<file path="config.mk">
export PLATFORM = sky130hd
export DESIGN_NAME = costas_clock_divider
export DESIGN_NICKNAME = d
export VERILOG_FILES = /design/src/rtl/costas_clock_divider.sv
export SDC_FILE = /design/constraint.sdc
export NUM_CORES = 1
export LEC_CHECK = 0
export ABC_AREA = 1
export ABC_CLOCK_PERIOD_IN_PS = 3200
export CAP_MARGIN = 40
export CORE_UTILIZATION = 50
export CTS_BUF_LIST = sky130_fd_sc_hd__clkbuf_16
export DETAILED_ROUTE_END_ITERATION = 16
export PLACE_DENSITY_LB_ADDON = 0.08
export RECOVER_POWER = 100
export SYNTH_ARGS = -nofsm -noshare
export SYNTH_HDL_FRONTEND = slang
export SYNTH_SLANG_ARGS = --single-unit
</file>
<file path="constraint.sdc">
create_clock -name clock -period 3.2 [get_ports clock]
set_input_delay 0.8 -clock clock [delete_from_list [all_inputs] [get_ports clock]]
set_output_delay 0.8 -clock clock [all_outputs]
set_load 0.005 [all_outputs]
</file>
<file path="src/rtl/costas_clock_divider.sv">
// Runtime-programmable clock divider producing a period tick, a near-50% divided
// clock and an unlock window that is low in a guard band around each tick.
module costas_clock_divider #(
  parameter int CNT_W       = 10,
  parameter int DEFAULT_DIV = 30,
  parameter int GUARD_PRE   = 1,
  parameter int GUARD_POST  = 1
) (
  input  logic             clock,
  input  logic             resetn,
  input  logic             enable,
  input  logic             div_load,
  input  logic [CNT_W-1:0] div_value,
  input  logic             resync,
  output logic             tick,
  output logic             clk_out,
  output logic             unlock,
  output logic [CNT_W-1:0] count,
  output logic [CNT_W-1:0] div_active
);

  localparam logic [CNT_W-1:0] DMIN  = CNT_W'(GUARD_PRE + GUARD_POST + 2);
  localparam logic [CNT_W-1:0] DDEF  = CNT_W'(DEFAULT_DIV);
  localparam logic [CNT_W-1:0] GPRE  = CNT_W'(GUARD_PRE);
  localparam logic [CNT_W-1:0] GPOST = CNT_W'(GUARD_POST);
  localparam logic [CNT_W-1:0] ONE   = CNT_W'(1);

  logic [CNT_W-1:0] pending;
  logic [CNT_W-1:0] div_clamped;
  logic [CNT_W-1:0] c_nxt;
  logic [CNT_W-1:0] d_nxt;
  logic             wrap;

  // Outputs are decoded from the next count/ratio so they register alongside them.
  always_comb begin
    div_clamped = (div_value < DMIN) ? DMIN : div_value;
    wrap        = (count == div_active - ONE);
    c_nxt       = count;
    d_nxt       = div_active;
    if (resync) begin
      c_nxt = '0;
      d_nxt = div_load ? div_clamped : pending;
    end else if (enable) begin
      if (wrap) begin
        c_nxt = '0;
        d_nxt = pending;
      end else begin
        c_nxt = count + ONE;
      end
    end
  end

  always_ff @(posedge clock or negedge resetn) begin
    if (!resetn) begin
      count      <= DDEF - ONE;
      div_active <= DDEF;
      pending    <= DDEF;
      tick       <= 1'b0;
      clk_out    <= 1'b0;
      unlock     <= 1'b0;
    end else begin
      count      <= c_nxt;
      div_active <= d_nxt;
      if (div_load) begin
        pending <= div_clamped;
      end
      tick    <= (c_nxt == '0);
      clk_out <= (c_nxt < (d_nxt >> 1));
      unlock  <= !((c_nxt >= d_nxt - GPRE) || (c_nxt <= GPOST));
    end
  end

endmodule
</file>
; ---- After elaboration in Yosys (flattened, before gate mapping)
; Index checks and enable logic that the tools add are counted.
[word_totals]
inputBits = 15
wordCells = 25
reg_bits = 33
mem_bits_ro = 0
latch_bits = 0
mem_count = 0
out_inout_bits = 23
mem_bits_rw = 0
[op_classes]
n_div = 0
n_addsub = 3
bitwise = 0
eq_ne = 1
muxes = 8
order_cmp = 4
n_reduce_logical = 3
shifts = 0
mul = 0
[ops]
columns = op, count
row1 = $mux 10, 8
row2 = $sub 10x1->10 const B, 2
row3 = $add 10x1->10 const B, 1
row4 = $eq 10x10->1, 1
row5 = $ge 10x10->1, 1
row6 = $le 10x1->1 const B, 1
row7 = $logic_not 10->1, 1
row8 = $lt 10x3->1 const B, 1
row9 = $lt 10x9->1, 1
row10 = $logic_not 1->1, 1
row11 = $logic_or 1x1->1, 1

; ---- Logic depth before layout (Yosys ltp)
; Gate-level depths: netlist of run 1.
[logic_depth]
ltp_word = 9
mapped_depth = 28
depth_no_buf = 27

; ---- Least setup slack after synthesis of run 1
; Ideal clock, no wire load.
[synth_timing]
path_type = register to register
from = register div_active[1]
to = register unlock
synth_period_minus_slack_ns = 3.309
setup_time_ns = 0.063
stages_incl_launch_ff = 28
required_time_ns = 3.137
setup_slack_ns = -0.109
t_arrival_ns = 3.246
n_path_buf = 1
cell_sequence = dfstp_2 -> inv_1 -> ha_1 -> inv_1 -> nand2_1 -> nand3_1 -> nor2_1 -> nand3_1 -> nor2_8 -> nand3_4 -> buf_6 -> nand2_1 -> nand3_1 -> nand2_2 -> ha_1 -> nand2_2 -> nor2_4 -> nand3_1 -> nand2_1 -> nand2_1 -> ha_1 -> nand2_1 -> nor2_1 -> o211ai_1 -> o2111ai_1 -> a31oi_1 -> nand2_1 -> inv_1
[synth_via]
elab_chain_len = 9
word_cells_on_any_way = 13
classes_between = add/sub (2) / order compare (2) / eq/ne (1) / mux (6) / reduce/logical (2)
[synth_lines]
columns = element, line
row1 = from (decl), 19  ; output logic [CNT_W-1:0] div_active
row2 = from (signal assigned), 63  ; div_active <= d_nxt;
row3 = $sub 10x1->10, 37  ; wrap = (count == div_active - ONE);
row4 = $eq 10x10->1, 37
row5 = $mux 10, 44  ; if (wrap) begin
row6 = $mux 10, 43  ; end else if (enable) begin
row7 = $mux 10, 40  ; if (resync) begin
row8 = $sub 10x1->10, 69  ; unlock <= !((c_nxt >= d_nxt - GPRE) || (c_nxt <= GPOST));
row9 = $ge 10x10->1, 69
row10 = $logic_or 1x1->1 *, 69
row11 = $logic_not 1->1 *, 69
row12 = to (signal assigned), 69
row13 = to (decl), 17  ; output logic unlock,
; Every way passes the cells marked *; elsewhere a longest branch is shown, timed or not.

; ---- Worst setup path in the final report of run 1
[layout_timing]
from = register div_active[1]
to = register unlock
[layout_via]
elab_chain_len = 9
word_cells_on_any_way = 13
classes_between = add/sub (2) / order compare (2) / eq/ne (1) / mux (6) / reduce/logical (2)
[layout_lines]
columns = element, line
row1 = $sub 10x1->10, 37
row2 = $eq 10x10->1, 37
row3 = $mux 10, 44
row4 = $mux 10, 43
row5 = $mux 10, 40
row6 = named net d_nxt[4], 31  ; logic [CNT_W-1:0] d_nxt;
row7 = $sub 10x1->10, 69
row8 = $ge 10x10->1, 69
row9 = $logic_or 1x1->1, 69
row10 = $logic_not 1->1, 69
; The timed path passes the listed nets, and every way through them passes these cells.

==> impl_metrics.ini, run 1 <==
[critical_path]
r2r_end = unlock$_DFF_PN0_
arrival_ns = 3.64
crit_start = div_active[1]$_DFF_PN1_
worstRegToRegCells = 26
slowest_stage = dfstp_2
crit_family = simple AND/OR/NAND/NOR gates
critPathMaxStageDelay_ns = 0.55
critPathMaxFanout = 8
worst_path_most_repeated_cell = nand2_1
worstSetupPathDepth = 26
crit_buf_inv = 6
worst_ep_required_time_ns = 3.42
rr_startpoint = div_active[1]$_DFF_PN1_
crit_type = reg -> reg
start_kind = flop
reg2reg_slack_ns = -0.22
critical_path.endpoint_type = flop

[timing]
setup_violations = 2
timing.final.crit_share = 1.07
min_period_ns = 3.42
maxSlewViolCount = 34
hold_slack_ns = 0.514
timing.slew.headroom = -0.238
grt_setup_unrepaired = yes
fin_ws_ns = -0.218
worstMarginPinSlew_ns = 1.86
max_freq_mhz = 293
hold_viol = 0
fin_skew_ns = 0.00533

[routing]
num_vias = 2904
antenna_left = 0
drt_wl_total_um = 8220
viasPerCell = 5.20
routedWlPerCell_um = 14.7
first_pass_iters = 4
drcViolationCount = 0
dr.first_iter.drc_count = 207

[die]
fp.dieArea_mm2 = 0.00567
dieHeight_um = 75.3
start_util = 0.523
die_w_um = 75.3
core.rowCount = 26
io_pins = 38
coreArea_mm2 = 0.00514

[hold_path]
min_from = pending[9]$_DFF_PN0_
hold_path.class = reg -> reg
min_path_cells = 2
whs_endpoint = pending[9]$_DFF_PN0_

[grt]
grt_first_pass_wirelength_um = 12900
first_global_vias = 2751
antenna_found_initial = 0
grt_remaining_overflow = 0
grt_max_degree = 34
grt_usage = 0.308

[clocking]
h-tree-depth = 2
cts_buffers = 5
clk_pin_slew_worst_paths_ns = 0.06
cts_tree = done
clockRootBuffer = clkbuf_16
clk_latency_ns = 0.28
clock_path_buffers = 2
cts_sinks = 33

[yosys]
synth_fp_nets = 410
yosysSeqAreaShare = 0.313
synth.distinct_cells = 36
syn_area_per_cell_um2 = 7.19
synth_cells = 374
yosys_warnings = 0
async_flop_share = 1.00
synth_ff_type = dfrtp_1
ys_seq_elements = 33
synth-edff-count = 0
netlist_area_mm2 = 0.00269

[final_layout]
instances_no_fill = 558
syn2layout_area_growth_pct = 52.0
nets = 523
drive_gt1_frac = 0.346
diodes = 0

[pwr]
p_leak_nw = 2.03
peakVddDrop_uv = 355
powerDensity_mw_per_mm2 = 368

[placed_design]
place.detailed.hpwl_um = 6080
place.gp.congestion = 0.890
placedCellCount = 531
portBuffers = 37

[status]
status = finished, violations left
violations = max-capacitance violations, max-slew violations, negative setup slack

[job]
cap_violations = 1
sequential cells by signal (all words and copies together) (netlist names):
name / count
tick: 1
count: 10
unlock: 1
clk_out: 1
div_active: 10
pending: 10
how the worst max path moves through the flow:
stage,endpoint
final,unlock$_DFF_PN0_
after global routing,unlock$_DFF_PN0_
after CTS,unlock$_DFF_PN0_
after detailed placement,unlock$_DFF_PN0_
after global placement,unlock$_DFF_PN0_
after floorplan,unlock$_DFF_PN0_
routing by layer:
| layer | vias up | part of all wire | GRT usage |
|---|---|---|---|
| li1 | 1434 | - | - |
| met1 | 1379 | 0.44 | 0.409 |
| met2 | 76 | 0.50 | 0.520 |
| met3 | 15 | 0.049 | 0.0423 |
| met4 | 0 | 0.016 | 0.0967 |
| met5 | - | 0 | 0 |
report_power, final:
part	leakage (nW)	internal [mW]	switching, mW	total, mW
registers	0.388	0.459	0.0304	0.489
clock network	0.0748	0.282	0.177	0.459
logic	1.57	0.260	0.294	0.554
total	2.03	1.00	0.501	1.50
worst register-to-register path: stages (launching register included):
cell and delay, ns:
dfstp_2 0.55, inv_2 0.05, ha_4 0.17, inv_2 0.06, nand2_1 0.05, nand3_1 0.09, nand2_1 0.07, inv_1 0.06
nand3_2 0.12, nor2_8 0.17, nand3_4 0.15, buf_6 0.15, nand2_1 0.08, nand3_2 0.09, nand2_2 0.12, inv_2 0.06
nand2_4 0.08, nor2_4 0.05, xor2_1 0.15, ha_1 0.34, a21oi_2 0.18, o21ai_2 0.07, nand2_1 0.06, o2111ai_1 0.11
a31oi_1 0.16, nand2_1 0.07, inv_1 0.05
cells in the final DEF (no fill, tap or decap), types with 15 or more instances in the layout:
master / n
buf_4: 66
clkdlybuf4s50_1: 26
dfrtp_1: 21
ha_1: 15
inv_1: 44
nand2_1: 90
nand2_2: 18
nand3_1: 22
nor2_1: 32
repair_timing:
item	CTS	global route
resized for setup	23	35
buffers inserted	13	6
cloned	0	0
hold buffers	0	0
endpoints found under the setup margin	2	2
pin swaps	24	36
layout make-up:
cell class | count | area (um2)
flip-flops and latches | 33 | 841
well taps | 70 | 87.6
multi-input cells | 281 | 1840
fillers | 376 | 1060
clock buffers | 5 | 125
repair buffers | 112 | 976
clock inverters | 3 | 13.8
inverters | 54 | 203
synthesized netlist by cell type (all sizes together) (8+ instances only):
library cell / instances / share of area
a21oi: 8 / 0.015
dfrtp: 21 / 0.20
dfstp: 12 / 0.12
ha: 21 / 0.098
inv: 54 / 0.075
nand2: 115 / 0.17
nand3: 36 / 0.080
nand4: 12 / 0.028
nor2: 44 / 0.086
o21ai: 15 / 0.028
xor2: 8 / 0.033
through the flow:
step / setup WS, ns / cell area [um2] / utilization / power [mW] / TNS [ns]
final: -0.218 / 4080 / 0.795 / 1.50 / -0.268
after global routing: -0.390 / 4080 / 0.795 / 1.58 / -0.627
after CTS: -0.163 / 3920 / 0.762 / 1.46 / -0.163
after detailed placement: -0.606 / 3590 / 0.699 / 0.961 / -1.00
after global placement: -0.492 / 3590 / 0.699 / 0.953 / -0.830
after floorplan: -0.0546 / 2720 / - / 0.741 / -0.0546
cells by family after synthesis:
kind of cell	after synthesis	synth area share
XOR/XNOR	12	0.0489
AO/OA/AOI/OAI	30	0.0624
buffers and inverters	60	0.0875
adder cells (fa/ha/maj)	21	0.0978
AND/OR/NAND/NOR	218	0.391
flip-flops	33	0.313
No activity file was read; power rests on OpenSTA's default activity.
==> run 2: changes to the inputs <==
--- a/config.mk
+++ b/config.mk
@@ -11,7 +11,7 @@
 export CORE_UTILIZATION = 50
 export CTS_BUF_LIST = sky130_fd_sc_hd__clkbuf_16
 export DETAILED_ROUTE_END_ITERATION = 16
-export PLACE_DENSITY_LB_ADDON = 0.08
+export PLACE_DENSITY = 0.77
 export RECOVER_POWER = 100
 export SYNTH_ARGS = -nofsm -noshare
 export SYNTH_HDL_FRONTEND = slang
==> run 2 against run 1 <==
  * The flow still finishes with violations (max-capacitance violations, max-slew violations, negative setup slack)
  * Total power rose by 4.6%
  * Sequential share of layout area rose by 0.24 points
  * Fmax decreased by 3.4%
  * Sequential power about the same
  * Worst hold slack improved by 0.034 ns
  * Critical path depth is 1 higher
  * First-iteration DRC count is 2.9% lower
  * Core utilization fell by 0.90 points
  * Largest power group unchanged
==> impl_metrics.ini, run 2 (synthesis gave the netlist of run 1 again) <==
[status]
status = finished, violations left
violations = max-capacitance violations, max-slew violations, negative setup slack

[clocking]
cts_tree = done
h-tree-depth = 2
cts_sinks = 33
clockRootBuffer = clkbuf_16
clk_pin_slew_worst_paths_ns = 0.05
cts_buffers = 5
ctsHoldBuffers = 0
clock_path_buffers = 2
clk_latency_ns = 0.28

[grt]
antenna_found_initial = 0
first_global_vias = 2817
grt_usage = 0.318
grt_first_pass_wirelength_um = 13100
grt_max_degree = 34
grt_remaining_overflow = 0

[timing]
hold_slack_ns = 0.548
timing.final.crit_share = 1.11
maxSlewViolCount = 34
setup_violations = 1
hold_viol = 0
fin_ws_ns = -0.339
fin_skew_ns = 0.00613
fin_setup_tns_ns = -0.339
worstMarginPinSlew_ns = 1.85
timing.slew.headroom = -0.231
grt_setup_unrepaired = yes
max_freq_mhz = 283
min_period_ns = 3.54

[final_layout]
design_area_mm2 = 0.00404
diodes = 0
drive_gt1_frac = 0.320
final_common_cell = nand2_1
nets = 519
syn2layout_area_growth_pct = 50.2
fill_cells = 375
reg_top3 = count x10, div_active x10, pending x10
final_cell_mix = nand2_1, buf_4, inv_1
final_util = 0.786

[pwr]
powerDensity_mw_per_mm2 = 389
peakVddDrop_uv = 328
p_leak_nw = 2.02

[hold_path]
min_from = pending[9]$_DFF_PN0_
min_path_cells = 2
hold_path.class = reg -> reg
whs_endpoint = pending[9]$_DFF_PN0_

[critical_path]
worst_ep_required_time_ns = 3.37
critPathMaxStageDelay_ns = 0.53
rr_startpoint = div_active[1]$_DFF_PN1_
arrival_ns = 3.71
critPathMaxFanout = 6
r2r_end = unlock$_DFF_PN0_
slowest_stage = dfstp_2
reg2reg_slack_ns = -0.34
crit_type = reg -> reg
worst_path_most_repeated_cell = nand2_1
critical_path.endpoint_type = flop
worstRegToRegCells = 27
start_kind = flop

[die]
coreArea_mm2 = 0.00514
start_util = 0.523
dieHeight_um = 75.3
core.rowCount = 26
die_w_um = 75.3
fp.dieArea_mm2 = 0.00567
io_pins = 38

[placed_design]
post-place-ws_ns = -0.566
place.gp.congestion = 0.962
place.detailed.hpwl_um = 6130
portBuffers = 37
placedInstanceArea_mm2 = 0.00365

[routing]
routedWlPerCell_um = 15.8
drt_wl_total_um = 8750
drcViolationCount = 0
dr.first_iter.drc_count = 201
viasPerCell = 5.39
antenna_left = 0
first_pass_iters = 5
num_vias = 2984

[job]
cap_violations = 1
==> run 2: cell count changes in the layout (fill, tap and decap cells not counted), moves of 3 or more <==
cell     before  now
nand2_1      90   94
nand3_2      12    9
nand3_1      22   25
inv_2        11    8
buf_6         6    1
inv_1        44   47
==> run 2: area by class of cell <==
type	count	area [um2]	area share
Clock buffer	5	125	0.0310
Clock inverter	3	37.5	0.00930
Inverter	54	203	0.0502
Multi-Input combinational cell	281	1790	0.444
Sequential cell	33	841	0.208
Tap cell	70	87.6	0.0217
Timing Repair Buffer	108	952	0.236
==> run 2: critical path, delay by kind of cell (launching register included) <==
kind / cells / cell delay, ns
simple gates: 17 / 1.74
fa+ha+maj: 3 / 0.61
flops: 1 / 0.53
buf+inv: 4 / 0.24
compound gates: 3 / 0.28
==> run 2: where the power goes <==
| group | leakage (nW) | switching (mW) | internal [mW] |
|---|---|---|---|
| Sequential | 0.388 | 0.0276 | 0.459 |
| Combinational | 1.55 | 0.295 | 0.255 |
| Clock | 0.0826 | 0.173 | 0.361 |
| Total | 2.02 | 0.496 | 1.08 |
==> run 2: per-stage QoR <==
| step | total power [mW] | cells |
|---|---|---|
| global route | 1.65 | 554 |
| global placement | 0.954 | 537 |
| CTS | 1.53 | 552 |
| finish | 1.57 | 554 |
| detailed placement | 0.967 | 537 |
| floorplan | 0.741 | 374 |
==> run 2: worst max path at each step <==
stage | cells after the start | end | slack, ns | from
2_1_floorplan | 27 | unlock$_DFF_PN0_ | -0.05 | div_active[1]$_DFF_PN1_
3_3_place_gp | 23 | unlock$_DFF_PN0_ | -0.45 | enable
3_5_place_dp | 23 | unlock$_DFF_PN0_ | -0.57 | enable
4_1_cts | 26 | unlock$_DFF_PN0_ | -0.17 | div_active[1]$_DFF_PN1_
5_1_grt | 26 | unlock$_DFF_PN0_ | -0.49 | div_active[1]$_DFF_PN1_
6_report | 27 | unlock$_DFF_PN0_ | -0.34 | div_active[1]$_DFF_PN1_
==> run 2: metal layers <==
layer | vias up | global-route usage | part of all wire
met5 | - | 0 | 0
met4 | 0 | 0.136 | 0.030
met3 | 30 | 0.0701 | 0.078
met2 | 127 | 0.556 | 0.51
met1 | 1408 | 0.376 | 0.38
li1 | 1419 | - | -
==> run 2: what timing repair did <==
action,4_1_cts,5_1_grt
setup endpoints to repair,2,2
setup buffers,7,2
pin swaps,19,24
resized for setup,8,33
